**config.mk**
```make
export PLATFORM = sky130hd
export DESIGN_NAME = uart_core
export DESIGN_NICKNAME = d
export VERILOG_FILES = /design/src/rtl/uart_core.sv
export SDC_FILE = /design/constraint.sdc
export NUM_CORES = 1
export LEC_CHECK = 0
export ABC_AREA = 1
export BUFFER_PORTS_ARGS = -buffer_cell sky130_fd_sc_hd__clkbuf_2
export CAP_MARGIN = 25
export CORE_ASPECT_RATIO = 1.75
export CORE_UTILIZATION = 45
export CTS_BUF_LIST = sky130_fd_sc_hd__clkbuf_8 sky130_fd_sc_hd__clkbuf_16
export CTS_CLUSTER_DIAMETER = 200
export DETAILED_ROUTE_END_ITERATION = 7
export GPL_TIMING_DRIVEN = 0
export MAX_ROUTING_LAYER = met4
export PLACE_DENSITY_LB_ADDON = 0.2
export SLEW_MARGIN = 30
export SYNTH_ARGS = -nofsm -noshare
export SYNTH_HDL_FRONTEND = slang
export SYNTH_SLANG_ARGS = --single-unit
export TNS_END_PERCENT = 50
```
**constraint.sdc**
```tcl
create_clock -name clk -period 3.2 [get_ports clk]
set_input_delay 0.16 -clock clk [delete_from_list [all_inputs] [get_ports clk]]
set_output_delay 0.16 -clock clk [all_outputs]
set_load 0.03 [all_outputs]
```
**src/rtl/uart_core.sv**
```systemverilog
// 8N1 UART engine with 16x oversampling from a shared baud tick.
// Define UART_PARITY_EN to insert an even-parity bit (8E1) on TX and check it on RX.
module uart_core #(
  parameter int unsigned CLK_HZ   = 50000000,
  parameter int unsigned BAUD     = 9600,
  parameter int unsigned TICK_DIV = CLK_HZ / (BAUD * 16)
) (
  input  logic       clk,
  input  logic       reset,
  input  logic [7:0] TX_DATA,
  input  logic       TX_EN,
  output logic       TX_STATUS,
  output logic [7:0] RX_DATA,
  output logic       RX_EFF,
  input  logic       RX_READ,
  output logic       RX_OVERRUN,
  output logic       RX_FRAME_ERR,
  output logic       UART_TX,
  input  logic       UART_RX
);

  localparam int unsigned CW = $clog2(TICK_DIV);

  typedef enum logic [2:0] {
    S_IDLE,
    S_START,
    S_DATA,
`ifdef UART_PARITY_EN
    S_PARITY,
`endif
    S_STOP
  } state_e;

  logic [CW-1:0] div_q, div_d;
  logic          tick;

  always_comb begin
    tick  = (div_q == CW'(TICK_DIV - 1));
    div_d = tick ? '0 : div_q + 1'b1;
  end

  always_ff @(posedge clk) begin
    if (reset) div_q <= '0;
    else       div_q <= div_d;
  end

  state_e     tx_state_q;
  logic [3:0] tx_tick_q;
  logic [2:0] tx_idx_q;
  logic [7:0] tx_data_q;
  logic       tx_armed_q, tx_line_q, tx_idle_q;
  logic       tx_bit_end;

  assign tx_bit_end = tick && (tx_tick_q == 4'd15);
  assign UART_TX    = tx_line_q;
  assign TX_STATUS  = tx_idle_q;

  always_ff @(posedge clk) begin
    if (reset) begin
      tx_state_q <= S_IDLE;
      tx_tick_q  <= '0;
      tx_idx_q   <= '0;
      tx_data_q  <= '0;
      tx_armed_q <= 1'b0;
      tx_line_q  <= 1'b1;
      tx_idle_q  <= 1'b1;
    end else begin
      if (!TX_EN) tx_armed_q <= 1'b1;
      if (tick)   tx_tick_q  <= tx_tick_q + 4'd1;
      // Accept overrides the tick increment so START spans exactly 16 ticks.
      case (tx_state_q)
        S_IDLE: if (TX_EN && tx_armed_q) begin
          tx_armed_q <= 1'b0;
          tx_data_q  <= TX_DATA;
          tx_tick_q  <= '0;
          tx_line_q  <= 1'b0;
          tx_idle_q  <= 1'b0;
          tx_state_q <= S_START;
        end
        S_START: if (tx_bit_end) begin
          tx_line_q  <= tx_data_q[0];
          tx_idx_q   <= '0;
          tx_state_q <= S_DATA;
        end
        S_DATA: if (tx_bit_end) begin
          if (tx_idx_q == 3'd7) begin
`ifdef UART_PARITY_EN
            tx_line_q  <= ^tx_data_q;
            tx_state_q <= S_PARITY;
`else
            tx_line_q  <= 1'b1;
            tx_state_q <= S_STOP;
`endif
          end else begin
            tx_idx_q  <= tx_idx_q + 3'd1;
            tx_line_q <= tx_data_q[tx_idx_q + 3'd1];
          end
        end
`ifdef UART_PARITY_EN
        S_PARITY: if (tx_bit_end) begin
          tx_line_q  <= 1'b1;
          tx_state_q <= S_STOP;
        end
`endif
        S_STOP: if (tx_bit_end) begin
          tx_idle_q  <= 1'b1;
          tx_state_q <= S_IDLE;
        end
        default: tx_state_q <= S_IDLE;
      endcase
    end
  end

  state_e     rx_state_q;
  logic       rx_s1_q, rx_s2_q, rx_prev_q;
  logic [3:0] rx_tick_q;
  logic [2:0] rx_idx_q;
  logic [7:0] rx_shift_q, rx_data_q;
  logic       rx_eff_q, rx_ovr_q, rx_ferr_q;
  logic       rx_mid, rx_bit_end, rx_stop_now, rx_good;
`ifdef UART_PARITY_EN
  logic       rx_perr_q;
`endif

  assign rx_mid      = tick && (rx_tick_q == 4'd7);
  assign rx_bit_end  = tick && (rx_tick_q == 4'd15);
  assign rx_stop_now = (rx_state_q == S_STOP) && rx_bit_end;
`ifdef UART_PARITY_EN
  assign rx_good     = rx_stop_now && rx_s2_q && !rx_perr_q;
`else
  assign rx_good     = rx_stop_now && rx_s2_q;
`endif

  assign RX_DATA      = rx_data_q;
  assign RX_EFF       = rx_eff_q;
  assign RX_OVERRUN   = rx_ovr_q;
  assign RX_FRAME_ERR = rx_ferr_q;

  always_ff @(posedge clk) begin
    if (reset) begin
      rx_state_q <= S_IDLE;
      rx_s1_q    <= 1'b1;
      rx_s2_q    <= 1'b1;
      rx_prev_q  <= 1'b1;
      rx_tick_q  <= '0;
      rx_idx_q   <= '0;
      rx_shift_q <= '0;
      rx_data_q  <= '0;
      rx_eff_q   <= 1'b0;
      rx_ovr_q   <= 1'b0;
      rx_ferr_q  <= 1'b0;
`ifdef UART_PARITY_EN
      rx_perr_q  <= 1'b0;
`endif
    end else begin
      rx_s1_q   <= UART_RX;
      rx_s2_q   <= rx_s1_q;
      rx_prev_q <= rx_s2_q;
      rx_ferr_q <= 1'b0;
      if (tick) rx_tick_q <= rx_tick_q + 4'd1;
      case (rx_state_q)
        S_IDLE: if (rx_prev_q && !rx_s2_q) begin
          rx_tick_q  <= '0;
          rx_state_q <= S_START;
        end
        S_START: if (rx_mid) begin
          rx_tick_q  <= '0;
          rx_idx_q   <= '0;
`ifdef UART_PARITY_EN
          rx_perr_q  <= 1'b0;
`endif
          rx_state_q <= rx_s2_q ? S_IDLE : S_DATA;
        end
        S_DATA: if (rx_bit_end) begin
          rx_shift_q <= {rx_s2_q, rx_shift_q[7:1]};
          rx_idx_q   <= rx_idx_q + 3'd1;
`ifdef UART_PARITY_EN
          if (rx_idx_q == 3'd7) rx_state_q <= S_PARITY;
`else
          if (rx_idx_q == 3'd7) rx_state_q <= S_STOP;
`endif
        end
`ifdef UART_PARITY_EN
        S_PARITY: if (rx_bit_end) begin
          rx_perr_q  <= rx_s2_q ^ (^rx_shift_q);
          rx_state_q <= S_STOP;
        end
`endif
        S_STOP: if (rx_bit_end) begin
          rx_ferr_q  <= !rx_good;
          rx_state_q <= S_IDLE;
        end
        default: rx_state_q <= S_IDLE;
      endcase
      if (rx_good) begin
        if (!rx_eff_q || RX_READ) begin
          rx_data_q <= rx_shift_q;
          rx_eff_q  <= 1'b1;
        end else begin
          rx_ovr_q  <= 1'b1;
        end
      end else if (RX_READ) begin
        rx_eff_q <= 1'b0;
        rx_ovr_q <= 1'b0;
      end
    end
  end

endmodule

```
==> results.rst <==
.. list-table::
   :header-rows: 1

   * - Metric
     - Value
   * - Worst hold path class
     - in2reg
   * - Detailed-routing iteration count for the pre-antenna-repair pass
     - 4
   * - Number of cell rows
     - 37
   * - Number of global-route vias before repair
     - 2431
   * - Worst Path Arrival
     - slightly above 2 ns
   * - Final design utilization
     - 54.0%
   * - Area leader, netlist
     - sky130_fd_sc_hd__dfxtp_1
   * - Number of hold violations in the final report
     - 0
   * - Unrepaired setup endpoints after global routing
     - no
   * - Worst-margin pin slew
     - 0.513 ns
   * - Portion of the post-synthesis area used by sequential elements
     - 42.6%
   * - Number of routed nets with antenna violations
     - 0
   * - Global-route total usage across every layer
     - 21.0%
   * - Clock transition time at the flip-flop clock pins of the worst setup and hold paths
     - 0.06 ns
   * - Post-Route Setup TNS
     - 0 ns
   * - Fraction of synthesis flops using an asynchronous set or reset pin
     - 0%
   * - Floorplan core area
     - 5970 um^2
   * - Filler Cells Inserted
     - between 600 and 700
   * - Clock network latency to the later pin of the worst-skew pair
     - 0.34 ns
   * - Mean cell area of the mapped netlist
     - 7.09 um^2
   * - Flip-flop cell with the highest count after synthesis
     - sky130_fd_sc_hd__dfxtp_1
   * - Family with the most delay on the worst path
     - simple AND/OR/NAND/NOR gates
   * - Die Span X
     - around 62 um
   * - Worst max-slew margin expressed relative to the limit
     - 65.8%
   * - Run status
     - finished clean
   * - Max rail drop VDD
     - about 0.47 mV
   * - Number of cells on the worst reg-to-reg path
     - 9
   * - Power density over the cells
     - 541 nW/um^2
   * - Number of gates on the worst path with buffers counted
     - 9
   * - Leakage power total
     - 1.40 nW
   * - Synth Warn #
     - 0
   * - Drt total wl
     - 5.53 mm
   * - Largest net degree at the start of global routing
     - 11
   * - Hold Path Cell Cnt
     - 3
   * - Category of the most critical setup path
     - reg2reg
   * - Netlist area before placement
     - about 2800 um^2
   * - Vias per std cell
     - between 4 and 5
   * - Starting density of the core
     - 47.2%
   * - Critical Path Start Type
     - flip-flop
   * - Initial antenna violation count
     - 0
   * - Vertical die dimension
     - 107 um
   * - Critical path buffers and inverters
     - 1
   * - GR Overflow Total
     - 0
   * - Clock skew after layout
     - between 0.006 and 0.007 ns
   * - Register bit count reported by yosys
     - 60
   * - CP max stage cell
     - sky130_fd_sc_hd__dfxtp_1
   * - Number of enable-type register cells in the synthesized netlist
     - 0
   * - CP required
     - 3.43 ns
   * - Cell count after placement
     - between 400 and 500
   * - Max Cap Violations
     - 0
   * - Routed length per placed instance
     - around 11 um
   * - Final Hold Slack
     - 0.0713 ns
   * - Nets in the synthesized netlist
     - 422
   * - Initial DRC Count
     - 77
   * - Area of the die
     - 6590 um^2
   * - Antenna diodes
     - 0
   * - Final slew viol count
     - 0
   * - Share of the clock period used by the worst path after layout
     - 55.9%
   * - Final setup violation count
     - 0
   * - Root Buffer
     - sky130_fd_sc_hd__clkbuf_8
   * - Crit path max fanout
     - 10
   * - Cell count after synthesis
     - 397
   * - GPL Wtd Cong
     - 0.853
   * - CTS tree
     - yes
   * - TritonCTS Sinks
     - 60
   * - Number of non-filler instances in the completed layout
     - 516
   * - Fraction of final layout cells sized beyond drive strength 1
     - a little under an eighth
   * - Final HPWL DP
     - 4.15 mm
   * - Number of buffers on the longest clock path
     - 2
   * - H-tree levels
     - 3
   * - Largest cells by area after synthesis
     - sky130_fd_sc_hd__dfxtp_1 43%, sky130_fd_sc_hd__nand2_1 12%, sky130_fd_sc_hd__inv_1 7.9%
   * - Most prevalent standard cell on the critical path
     - sky130_fd_sc_hd__nor2_1
   * - Delay of the slowest cell on the worst path
     - around 0.34 ns
   * - Total number of vias
     - 2508
   * - Post-synth cell types
     - 29
   * - Min cycle time layout
     - 1.79 ns
   * - Post CTS Setup Buffer Count
     - 0
   * - Number of primary I/O pins
     - 26
   * - Total of buffers placed on input and output ports
     - 24
   * - Global-route wire length before repair
     - 10.0 mm
   * - DRC viols
     - 0
   * - Top achievable clock speed
     - about 560 MHz
   * - P&R area growth vs syn
     - 14.4%
   * - CP cell instances
     - inv_1 > ha_1 > nand2_1 > nor2_4 > nand2_2 > nor2_1 > nand3_1 > a21oi_1 > nor2_1
   * - Cts bufs inserted
     - 9
   * - Worst setup EP type
     - flip-flop
   * - Proportion of netlist area held by the largest area contributor
     - 42.6%
   * - Total number of nets in the final design
     - 459
[cell type report]
cell class / count / area [um^2] / area share (%)
Multi-Input combinational cell: 266 / 1350 / 41.8
Sequential cell: 60 / 1200 / 37.3
Inverter: 63 / 236 / 7.34
Clock buffer: 11 / 151 / 4.70
Timing Repair Buffer: 26 / 140 / 4.35
Tap cell: 78 / 97.6 / 3.03
Buffer: 8 / 30.0 / 0.932
Clock inverter: 4 / 17.5 / 0.543
[routing by layer]
layer  GRT usage (%)  up-vias  part of all wire, %
li1                -     1330                    -
met5               -        -                    0
met3            6.27       11                  2.9
met2            36.6       34                   56
met4            9.52        0                  2.3
met1            20.2     1133                   39
[cell usage after synthesis, types with 2 or more instances]
cell,instances
sky130_fd_sc_hd__clkbuf_1,7
sky130_fd_sc_hd__o21ai_0,18
sky130_fd_sc_hd__nor3_1,8
sky130_fd_sc_hd__a21oi_1,29
sky130_fd_sc_hd__or2_2,3
sky130_fd_sc_hd__nor2_1,47
sky130_fd_sc_hd__dfxtp_1,60
sky130_fd_sc_hd__inv_2,3
sky130_fd_sc_hd__inv_1,59
sky130_fd_sc_hd__nor3b_1,2
sky130_fd_sc_hd__nand3_1,39
sky130_fd_sc_hd__xor2_1,3
sky130_fd_sc_hd__nand2_1,87
sky130_fd_sc_hd__nand4_1,3
sky130_fd_sc_hd__o21a_1,2
sky130_fd_sc_hd__nor2_4,3
sky130_fd_sc_hd__ha_1,12
[tightest hold or removal path: stages]
cell and delay [ns]:
sky130_fd_sc_hd__clkbuf_2 0.08, sky130_fd_sc_hd__nand3_1 0.07, sky130_fd_sc_hd__a21oi_1 0.06
[kinds of logic (layout without fill, tap and decap cells)]
logic type                 Yosys count  after routing  share of synthesized area [%]
buffers and inverters               71            112                           9.46
DFF                                 60             60                           42.6
AOI/OAI and AO/OA                   50             50                           9.15
xor gates and xnor gates             3              3                          0.933
adders and majority gates           12             12                           5.33
and+or+nand+nor                    201            201                           32.5
[cell usage in the layout (no fill, tap or decap), drive strengths merged, types with 3 or more instances in the layout]
master / instances
nand3: 40
nand2: 89
clkbuf: 42
dfxtp: 60
xor2: 3
o21ai: 18
or2: 3
nor2: 50
nand4: 4
a21oi: 29
clkinv: 3
inv: 64
nor3: 9
ha: 12
[registers in the layout, indices dropped and copies added, names as in the netlist, 2 cells and up]
signal / count
rx_state_q: 2
div_q: 9
tx_state_q: 2
rx_tick_q: 4
rx_shift_q: 8
tx_tick_q: 4
rx_idx_q: 3
tx_idx_q: 3
tx_data_q: 8
RX_DATA: 8
[what timing repair did]
item | 4_1_cts | 5_1_grt
resized for setup | 0 | 0
endpoints found under the hold margin | 2 | 0
hold buffers | 2 | 0
[power breakdown]
group / internal [mW] / total, mW / switching [mW]
combinational: 0.113 / 0.339 / 0.225
clock: 0.310 / 0.590 / 0.280
sequential: 0.787 / 0.814 / 0.0269
[final timing paths]
| path | start | to | slack (ns) |
|---|---|---|---|
| hold / removal | TX_DATA[1] | tx_data_q[1] | 0.07 |
| setup / recovery | div_q[0] | rx_idx_q[0] | 1.41 |
| hold reg to reg | rx_s1_q | rx_s2_q | 0.41 |
| setup reg to reg | div_q[0] | rx_idx_q[0] | 1.41 |
[per-stage QoR]
stage                     power (mW)  worst slack, ns  area, um^2
after floorplan                 1.08             1.70        2820
after global placement          1.16             1.46        3030
after detailed placement        1.17             1.43        3030
after CTS                       1.76             1.41        3220
after global routing            1.86             1.19        3220
final                           1.74             1.41        3220
No activity file was read; power rests on OpenSTA's default activity.
